## src/rtl/alu_pkg.sv

```systemverilog
// Shared types for the ALU requester: operands, results, opcodes, command word, FSM states.
// Latency: n/a (types only).
// Backpressure: n/a.
package alu_pkg;

    typedef logic [7:0]  operand_t;
    typedef logic [15:0] result_t;

    typedef enum logic [2:0] {
        NOP = 3'd0,
        ADD = 3'd1,
        SUB = 3'd2,
        NOT = 3'd3,
        XOR = 3'd4,
        AND = 3'd5,
        MUL = 3'd6,
        INC = 3'd7
    } opcode_t;

    typedef struct packed {
        operand_t a;
        operand_t b;
        opcode_t  op;
    } alu_cmd_t;

    typedef enum logic [2:0] {
        ST_IDLE  = 3'd0,
        ST_ISSUE = 3'd1,
        ST_WAIT  = 3'd2,
        ST_RESP  = 3'd3,
        ST_GAP   = 3'd4
    } req_state_t;

endpackage

```

## src/rtl/alu_cmd_fifo.sv

```systemverilog
// Command FIFO holding alu_cmd_t words; head is visible combinationally on pop_dat_o.
// Latency: a pushed word is at the head the cycle after the push edge.
// Backpressure: push ignored when full, pop ignored when empty.
module alu_cmd_fifo
    import alu_pkg::*;
#(
    parameter int DEPTH = 4
) (
    input  logic                       clk,
    input  logic                       reset_n,
    input  logic                       push_i,
    input  alu_cmd_t                   push_dat_i,
    input  logic                       pop_i,
    output alu_cmd_t                   pop_dat_o,
    output logic                       full_o,
    output logic                       empty_o,
    output logic [$clog2(DEPTH):0]     count_o
);

    localparam int AW = $clog2(DEPTH);

    alu_cmd_t        mem_q [DEPTH];
    logic [AW-1:0]   wr_ptr_q;
    logic [AW-1:0]   rd_ptr_q;
    logic [AW:0]     count_q;
    logic            do_push;
    logic            do_pop;

    assign full_o    = (count_q == (AW+1)'(DEPTH));
    assign empty_o   = (count_q == '0);
    assign count_o   = count_q;
    assign pop_dat_o = mem_q[rd_ptr_q];
    assign do_push   = push_i && !full_o;
    assign do_pop    = pop_i && !empty_o;

    // Power-of-two depth lets the pointers wrap by plain overflow.
    always_ff @(posedge clk) begin
        if (!reset_n) begin
            wr_ptr_q <= '0;
            rd_ptr_q <= '0;
            count_q  <= '0;
        end else begin
            if (do_push) wr_ptr_q <= wr_ptr_q + AW'(1);
            if (do_pop)  rd_ptr_q <= rd_ptr_q + AW'(1);
            case ({do_push, do_pop})
                2'b10:   count_q <= count_q + (AW+1)'(1);
                2'b01:   count_q <= count_q - (AW+1)'(1);
                default: count_q <= count_q;
            endcase
        end
    end

    always_ff @(posedge clk) begin
        if (do_push) mem_q[wr_ptr_q] <= push_dat_i;
    end

endmodule

```

## src/rtl/alu_requester.sv

```systemverilog
// ALU initiator: queues commands, runs one start/done op at a time, returns result on rsp port.
// Latency: cmd handshake edge N -> alu_start after N+2; 1-cycle ALU -> rsp_valid after N+4.
// Backpressure: cmd_ready drops when FIFO full; response held until rsp_ready.
module alu_requester
    import alu_pkg::*;
#(
    parameter int CMD_DEPTH   = 4,
    parameter int TIMEOUT_CYC = 16,
    parameter int GAP_CYC     = 1
) (
    input  logic        clk,
    input  logic        reset_n,
    input  logic        cmd_valid_i,
    output logic        cmd_ready_o,
    input  logic [7:0]  cmd_a_i,
    input  logic [7:0]  cmd_b_i,
    input  logic [2:0]  cmd_op_i,
    output logic        rsp_valid_o,
    input  logic        rsp_ready_i,
    output logic [15:0] rsp_result_o,
    output logic [2:0]  rsp_op_o,
    output logic        rsp_err_o,
    output logic [7:0]  alu_a_o,
    output logic [7:0]  alu_b_o,
    output logic [2:0]  alu_opcode_o,
    output logic        alu_start_o,
    input  logic [15:0] alu_result_i,
    input  logic        alu_done_i,
    output logic        busy_o,
    output logic [15:0] op_count_o
);

    localparam int TW = $clog2(TIMEOUT_CYC);
    localparam int GW = (GAP_CYC > 1) ? $clog2(GAP_CYC) : 1;
    localparam logic [TW-1:0] TMO_LAST = TW'(TIMEOUT_CYC - 1);
    localparam logic [GW-1:0] GAP_LAST = GW'(GAP_CYC - 1);

    req_state_t  state_q;
    alu_cmd_t    op_q;
    logic        start_q;
    logic [TW-1:0] tmo_q;
    logic [GW-1:0] gap_q;
    logic        rsp_valid_q;
    result_t     rsp_result_q;
    opcode_t     rsp_op_q;
    logic        rsp_err_q;
    logic [15:0] op_count_q;

    alu_cmd_t    fifo_head;
    alu_cmd_t    fifo_in;
    logic        fifo_full;
    logic        fifo_empty;
    logic        fifo_push;
    logic        fifo_pop;
    logic [$clog2(CMD_DEPTH):0] fifo_count;

    assign cmd_ready_o = reset_n && !fifo_full;
    assign fifo_push   = cmd_valid_i && cmd_ready_o;
    assign fifo_pop    = (state_q == ST_IDLE) && !fifo_empty;
    assign fifo_in     = alu_cmd_t'({cmd_a_i, cmd_b_i, cmd_op_i});

    alu_cmd_fifo #(.DEPTH(CMD_DEPTH)) u_fifo (
        .clk        (clk),
        .reset_n    (reset_n),
        .push_i     (fifo_push),
        .push_dat_i (fifo_in),
        .pop_i      (fifo_pop),
        .pop_dat_o  (fifo_head),
        .full_o     (fifo_full),
        .empty_o    (fifo_empty),
        .count_o    (fifo_count)
    );

    always_ff @(posedge clk) begin
        if (!reset_n) begin
            state_q      <= ST_IDLE;
            op_q         <= '{a: '0, b: '0, op: NOP};
            start_q      <= 1'b0;
            tmo_q        <= '0;
            gap_q        <= '0;
            rsp_valid_q  <= 1'b0;
            rsp_result_q <= '0;
            rsp_op_q     <= NOP;
            rsp_err_q    <= 1'b0;
            op_count_q   <= '0;
        end else begin
            case (state_q)
                ST_IDLE: begin
                    if (!fifo_empty) begin
                        op_q    <= fifo_head;
                        state_q <= ST_ISSUE;
                    end
                end
                ST_ISSUE: begin
                    start_q <= 1'b1;
                    tmo_q   <= '0;
                    state_q <= ST_WAIT;
                end
                ST_WAIT: begin
                    if (alu_done_i) begin
                        start_q      <= 1'b0;
                        rsp_valid_q  <= 1'b1;
                        rsp_result_q <= (op_q.op == NOP) ? '0 : alu_result_i;
                        rsp_op_q     <= op_q.op;
                        rsp_err_q    <= 1'b0;
                        state_q      <= ST_RESP;
                    end else if (tmo_q == TMO_LAST) begin
                        // ALU never answered: abort with an error response.
                        start_q      <= 1'b0;
                        rsp_valid_q  <= 1'b1;
                        rsp_result_q <= '0;
                        rsp_op_q     <= op_q.op;
                        rsp_err_q    <= 1'b1;
                        state_q      <= ST_RESP;
                    end else begin
                        tmo_q <= tmo_q + TW'(1);
                    end
                end
                ST_RESP: begin
                    if (rsp_ready_i) begin
                        rsp_valid_q <= 1'b0;
                        if (op_count_q != 16'hFFFF) op_count_q <= op_count_q + 16'd1;
                        gap_q   <= '0;
                        state_q <= ST_GAP;
                    end
                end
                ST_GAP: begin
                    // ALU needs start low for a while to drop done.
                    if (gap_q == GAP_LAST) state_q <= ST_IDLE;
                    else                   gap_q   <= gap_q + GW'(1);
                end
                default: state_q <= ST_IDLE;
            endcase
        end
    end

    assign alu_a_o      = op_q.a;
    assign alu_b_o      = op_q.b;
    assign alu_opcode_o = op_q.op;
    assign alu_start_o  = start_q;
    assign rsp_valid_o  = rsp_valid_q;
    assign rsp_result_o = rsp_result_q;
    assign rsp_op_o     = rsp_op_q;
    assign rsp_err_o    = rsp_err_q;
    assign op_count_o   = op_count_q;
    assign busy_o       = (fifo_count != '0) || (state_q != ST_IDLE);

endmodule

```

## config.mk

```make
export PLATFORM = sky130hd
export DESIGN_NAME = alu_requester
export DESIGN_NICKNAME = d
export VERILOG_FILES = /design/src/rtl/alu_pkg.sv /design/src/rtl/alu_cmd_fifo.sv /design/src/rtl/alu_requester.sv
export SDC_FILE = /design/constraint.sdc
export NUM_CORES = 1
export LEC_CHECK = 0
export CORE_MARGIN = 2
export CORE_UTILIZATION = 53
export CTS_CLUSTER_SIZE = 25
export DETAILED_ROUTE_END_ITERATION = 8
export GPL_TIMING_DRIVEN = 0
export PLACE_DENSITY = 0.8
export SLEW_MARGIN = 20
export SYNTH_ARGS = -nofsm -noshare
export SYNTH_HDL_FRONTEND = slang
export SYNTH_SLANG_ARGS = --single-unit
```

## constraint.sdc

```tcl
create_clock -name clk -period 3.4 [get_ports clk]
set_clock_uncertainty 0.05 [all_clocks]
set_input_delay 0.51 -clock clk [delete_from_list [all_inputs] [get_ports clk]]
set_output_delay 0.51 -clock clk [all_outputs]
set_load 0.01 [all_outputs]
```

== Word-level counts from Yosys, hierarchy flattened ==
Memories as Yosys holds them, arrays and structs flattened. A register that Yosys moved wholly into a read port is not among the register bits.
Cells that the tools add are included.

* Flip-flop bits (word level): 53
* Bits in latches: 0
* Bits in writable memories: 76
* Bits in read-only memories: 0
* Bits of input ports: 40
* Output and inout port bits: 59
* Logic and storage cells: 90
* Memories kept: 1

{| class="wikitable"
|+ Memory list
! name !! words !! width !! rd ports !! clocked after memory_dff !! wr ports !! RTL line !! source
|-
| u_fifo.mem_q || 4 || 19 || 1 || 1 || 1 || alu_cmd_fifo.sv:22 || <nowiki>alu_cmd_t mem_q [DEPTH];</nowiki>
|}

* Add/subtract/negate cells: 7
* Multipliers: 0
* Divide/modulo/power cells: 0
* Order comparisons: 0
* Equal/unequal tests: 15
* Shifts and indexed selects: 0
* Multiplexer cells: 27
* Bitwise gates (word level): 1
* Reduce and logical (&&, ||, !) cells: 27

{| class="wikitable"
|+ Operators with widths
! operator !! count
|-
| 2-to-1 mux 16 bit || 3
|-
| 2-to-1 mux 3 bit || 7
|-
| adder 16 x 1 -> 16 bit, second input constant || 1
|-
| inequality test 16 bit, second input constant || 1
|-
| case mux 3 bit (5 select lines) || 1
|-
| inequality test 2 bit, second input constant || 5
|-
| nonzero test 2 bit || 5
|-
| logical NOT 3 bit || 3
|-
| 2-to-1 mux 1 bit || 9
|-
| AND reduction 3 bit || 3
|-
| 2-to-1 mux 4 bit || 2
|-
| case mux 4 bit (2 select lines) || 1
|-
| AND reduction 2 bit || 4
|-
| == test 3 x 2 -> 1 bit, second input constant || 2
|-
| == test 3 bit, second input constant || 2
|-
| case mux 1 bit (2 select lines) || 3
|-
| case mux 3 bit (2 select lines) || 1
|-
| nonzero test 3 bit || 2
|-
| logical AND 1 bit || 5
|-
| adder 2 x 1 -> 2 bit, second input constant || 2
|-
| adder 4 x 1 -> 4 bit, second input constant || 1
|-
| == test 4 bit, second input constant || 1
|-
| AND reduction 4 bit || 1
|-
| adder 3 x 1 -> 3 bit, second input constant || 1
|-
| 9 further kinds || 11
|}

== Logic depth before layout (Yosys ltp) ==
* Word-level depth: 7
* Gate-level depth with buffers: 11
* Gate-level depth less buffers: 9

== By module ==
A second synthesis with hierarchy kept.

* Cell total of the unflattened synthesis: 470
* Area total of the unflattened synthesis: 5,886.9 µm²

{| class="wikitable"
|+ Modules (own cells, without submodules)
! module !! instances !! cells an instance !! area an instance (µm²) !! seq. area each (µm²)
|-
| alu_cmd_fifo || 1 || 153 || 3,245.6 || 2,462.4
|-
| alu_requester || 1 || 317 || 2,641.3 || 1,281.2
|}

== Worst setup path before layout ==
Ideal clock, no wire load.

* Kind: reg-to-reg
* Start: register state_q[0]
* End: register u_fifo.count_q[2], in the netlist u_fifo.count_o[2]
* Setup time: 70 ps
* Arrival: 2,372 ps
* Data required time: 3,280 ps
* Slack: 907 ps
* Cell stages (with the launch flop): 12
* Path buffers: 2
* Clock period less this slack: 2,493 ps
* Path through: dfxtp_1 -> buf_4 -> nor3_1 -> nand2_1 -> inv_1 -> clkbuf_1 -> ha_1 -> inv_1 -> fa_1 -> xor2_1 -> or3_1 -> a21oi_1

* Longest elaborated chain between the ends: 5
* Elaborated cells on any way between the ends: 7
* Classes of those cells: eq/ne (2); mux (1); reduce/logical (4)

{| class="wikitable"
|+ Ends and longest elaborated chain
! item !! RTL line !! source
|-
| start, declared || alu_requester.sv:38 || <nowiki>req_state_t state_q;</nowiki>
|-
| start signal, assigned || alu_requester.sv:76 || <nowiki>state_q <= ST_IDLE;</nowiki>
|-
| start signal, assigned || alu_requester.sv:91 || <nowiki>state_q <= ST_ISSUE;</nowiki>
|-
| start signal, assigned || alu_requester.sv:97 || <nowiki>state_q <= ST_WAIT;</nowiki>
|-
| logical NOT 3 bit * || alu_requester.sv:59 || <nowiki>assign fifo_pop = (state_q == ST_IDLE) && !fifo_empty;</nowiki>
|-
| logical AND 1 bit * || alu_requester.sv:59 ||
|-
| named net fifo_pop || alu_requester.sv:54 || <nowiki>logic fifo_pop;</nowiki>
|-
| logical AND 1 bit * || alu_cmd_fifo.sv:34 || <nowiki>assign do_pop = pop_i && !empty_o;</nowiki>
|-
| == test 2 x 1 -> 1 bit or == test 2 bit (tied branches) || alu_cmd_fifo.sv:45 || <nowiki>case ({do_push, do_pop})</nowiki>
|-
| case mux 3 bit (2 select lines) or nonzero test 2 bit (tied branches) || - ||
|-
| end signal, assigned || alu_cmd_fifo.sv:46 || <nowiki>2'b10: count_q <= count_q + (AW+1)'(1);</nowiki>
|-
| end signal, assigned || alu_cmd_fifo.sv:47 || <nowiki>2'b01: count_q <= count_q - (AW+1)'(1);</nowiki>
|-
| end signal, assigned || alu_cmd_fifo.sv:48 || <nowiki>default: count_q <= count_q;</nowiki>
|-
| end, declared || alu_cmd_fifo.sv:25 || <nowiki>logic [AW:0] count_q;</nowiki>
|}

The timed path passes the listed nets; every way through them passes the cells marked *.
A chain may end at the register's enable or synchronous reset.

== Final worst setup path ==
* Start: input port reset_n
* End: output port cmd_ready_o

* Longest elaborated chain between the ends: 1

{| class="wikitable"
|+ Ends and longest elaborated chain
! item !! RTL line !! source
|-
| start, declared || alu_requester.sv:12 || <nowiki>input logic reset_n,</nowiki>
|-
| logical AND 1 bit || alu_requester.sv:57 || <nowiki>assign cmd_ready_o = reset_n && !fifo_full;</nowiki>
|-
| end, declared || alu_requester.sv:14 || <nowiki>output logic cmd_ready_o,</nowiki>
|}

Every way passes these cells.

==> results.yml <==
run_status:
  outcome: "completed"
synth:
  syn_area_um2: 5800
  yosys_warnings: 0
  synth-edff-count: 76
  synth_seq_cells: 147
  async_flop_share: 0
  syn_nets: 503
  synthTopCellsByArea: "edfxtp_1 (39%), dfxtp_1 (25%), mux4_2 (7.4%)"
  yosys.area.top_type: "edfxtp_1"
  syn_avg_cell_area_um2: 12.7
  ys_seq_area_frac: 0.639
  synth.distinct_cells: 51
  synth-main-ff-cell: "edfxtp_1"
  syn_inst: 455
  synth.top_cell.area_share: 0.394
placed_design:
  gp_congestion: 0.910
  dp_cells: 693
  io_buffers: 98
  place_area_um2: 6960
  dpl.hpwl_mm: 8.58
clocking:
  cts.htree.levels: 4
  path_clk_slew_ns: 0.06
  numClockSinks: 147
  clk_path_buf_depth: 2
  cts_setup_buffers: 0
  clock_latency_ns: 0.51
  hold_buffers: 0
  numCtsBuffers: 17
  cts_resized: 0
  cts_root_buf: "clkbuf_8"
  cts_tree: "built"
route:
  vias: 4130
  via_per_inst: 5.70
  drc_errors: 0
  drt_wl_total_mm: 12.7
  wl_per_cell_um: 17.5
  ant_nets: 0
  first_pass_iters: 5
  drt_iter0_drc: 246
floorplan:
  core_area_um2: 10700
  start_util: 0.540
  num_rows: 38
  fp.dieH_um: 109
  die-area_um2: 11800
  die_x_um: 109
  pin_count: 99
cells_and_area:
  nNetsFinal: 620
  syn_to_final_growth_pct: 29.0
  insertedDiodeCount: 0
  drive_gt1_frac: 0.109
  postLayoutCoreUtil: 0.696
  fin_area_um2: 7480
  final_cells: 725
critical_path:
  worstSetupStartpointType: "input port"
  end_kind: "output port"
  cp.arrival_ns: 2.47
  r2r_slack_ns: 0.48
  critPathMaxFanout: 10
  critical_path_class: "input port to output port"
  critPathRequiredTime_ns: 2.84
sta:
  hold_viol_final: 0
  clock.fmax_ghz: 0.330
  maxSlewViolCount: 0
  slew_headroom: 0.304
  worst_pin_slew_ns: 1.04
  rsz0062_at_grt: "no"
  post-route-period-util: 0.891
  setup_violations: 0
  setup_tns_ns: 0
  min_period_ns: 3.03
pwr:
  power_mw: 5.11
  irDropWorstVdd_v: 0.000542
  p_per_area_nw_per_um2: 683
  power.static_leakage_nw: 2.50
grt:
  antenna_found_initial: 0
  grt_start_max_net_pins: 20
  grt_overflow: 0
  grt_pass1_vias: 4118
  grt_pass1_wl_mm: 20.2
  grtUsageTotal: 0.227
flow_run:
  max_cap_viol_count: 0
worst_hold_path:
  min_path_type: "flip-flop to flip-flop"
[layout make-up]
class,instances,area [µm²]
sequential,147,3700
fill,768,3260
multi-input combinational,271,1920
timing repair buffer,98,981
clock buffer,22,443
tap,140,175
buffer,25,133
clock inverter,10,85.1
inverter,12,45.0
[synth_stat cells (3+ instances only)]
| library cell | count |
|---|---|
| a211oi_1 | 3 |
| a21oi_1 | 39 |
| a22oi_1 | 17 |
| and2_1 | 5 |
| buf_2 | 4 |
| buf_4 | 5 |
| clkbuf_1 | 13 |
| dfxtp_1 | 71 |
| edfxtp_1 | 76 |
| ha_1 | 7 |
| inv_1 | 12 |
| mux2i_1 | 3 |
| mux4_2 | 19 |
| nand2_1 | 53 |
| nand2b_1 | 7 |
| nand3_1 | 12 |
| nand4_1 | 5 |
| nor2_1 | 33 |
| nor3_1 | 5 |
| nor4_1 | 5 |
| o21ai_0 | 6 |
| o311ai_0 | 4 |
| o31ai_1 | 5 |
| o41ai_1 | 4 |
| or3_1 | 5 |
| or4_1 | 5 |
| xor2_1 | 3 |
[placed cells by master (no fill, tap or decap), types with 4 or more instances in the layout]
cell type        Yosys  final
or3_1                5      5
edfxtp_1            76     76
clkdlybuf4s50_1      0     98
nor4_1               5      5
o31ai_1              5      5
dfxtp_1             71     71
mux4_2              19     19
clkbuf_1            13     17
buf_4                5      5
clkinvlp_4           0      4
nand4_1              5      5
a22oi_1             17     17
inv_1               12     12
nand2_1             53     53
nor3_1               5      5
nand3_1             12     12
and2_1               5      5
a21oi_1             39     39
clkbuf_16            0     16
ha_1                 7      7
or4_1                5      5
buf_2                4      4
o311ai_0             4      4
o41ai_1              4      4
o21ai_0              6      6
nand2b_1             7      7
nor2_1              33     33
[stage by stage]
step	worst slack (ns)	hold slack [ns]
2_1_floorplan	0.907	0.421
3_3_place_gp	0.119	0.394
3_5_place_dp	0.0214	0.399
4_1_cts	0.367	0.407
5_1_grt	0.265	0.432
6_report	0.370	0.409
[metal layers]
layer  track usage  wire, µm  vias up
met5             0         0        -
met1         0.282      5380     1988
met2         0.377      6270      168
met3        0.0627       828       25
met4        0.0943       236        0
li1              -         -     1949
[critical path, stage by stage]
cell             delay (ns)
clkdlybuf4s50_1        0.66
inv_1                  0.13
buf_6                  0.17
clkbuf_1               0.25
a21oi_1                0.18
clkdlybuf4s50_1        0.57
[final timing paths]
| kind | start | to | cells past startpoint |
|---|---|---|---|
| setup reg to reg | state_q[0]$_SDFFE_PN0P_ | u_fifo.count_o[2]$_SDFFE_PN0P_ | 11 |
| hold / removal | alu_a_o[0]$_SDFFE_PN0P_ | alu_a_o[0]$_SDFFE_PN0P_ | 2 |
| setup / recovery | reset_n | cmd_ready_o | 6 |
| hold reg to reg | alu_a_o[0]$_SDFFE_PN0P_ | alu_a_o[0]$_SDFFE_PN0P_ | 2 |
[cells by family (layout without fill, tap and decap cells)]
family | after synthesis | after routing | synth area share
AND/OR/NAND/NOR | 148 | 148 | 0.128
flip-flops | 147 | 147 | 0.639
AO/OA/AOI/OAI | 88 | 88 | 0.0977
buffers and inverters | 37 | 167 | 0.0306
multiplexers | 22 | 22 | 0.0790
adder cells (fa/ha/maj) | 8 | 8 | 0.0186
XOR/XNOR | 5 | 5 | 0.00755
[flip-flops by register name, summed over array words and instances, names as in the netlist]
register         flops
rsp_err_o            1
state_q              3
alu_start_o          1
alu_a_o              8
op_count_o          16
rsp_result_o        16
rsp_valid_o          1
u_fifo.wr_ptr_q      2
u_fifo.rd_ptr_q      2
tmo_q                4
alu_b_o              8
u_fifo.mem_q        76
rsp_op_o             3
alu_opcode_o         3
u_fifo.count_o       3
[report_power, final]
part           leakage [nW]  switching (mW)  internal (mW)
combinational         0.987           0.676          0.593
sequential             1.27           0.119           2.07
clock                 0.244           0.673          0.980
Power figures use the tool's default switching activity.
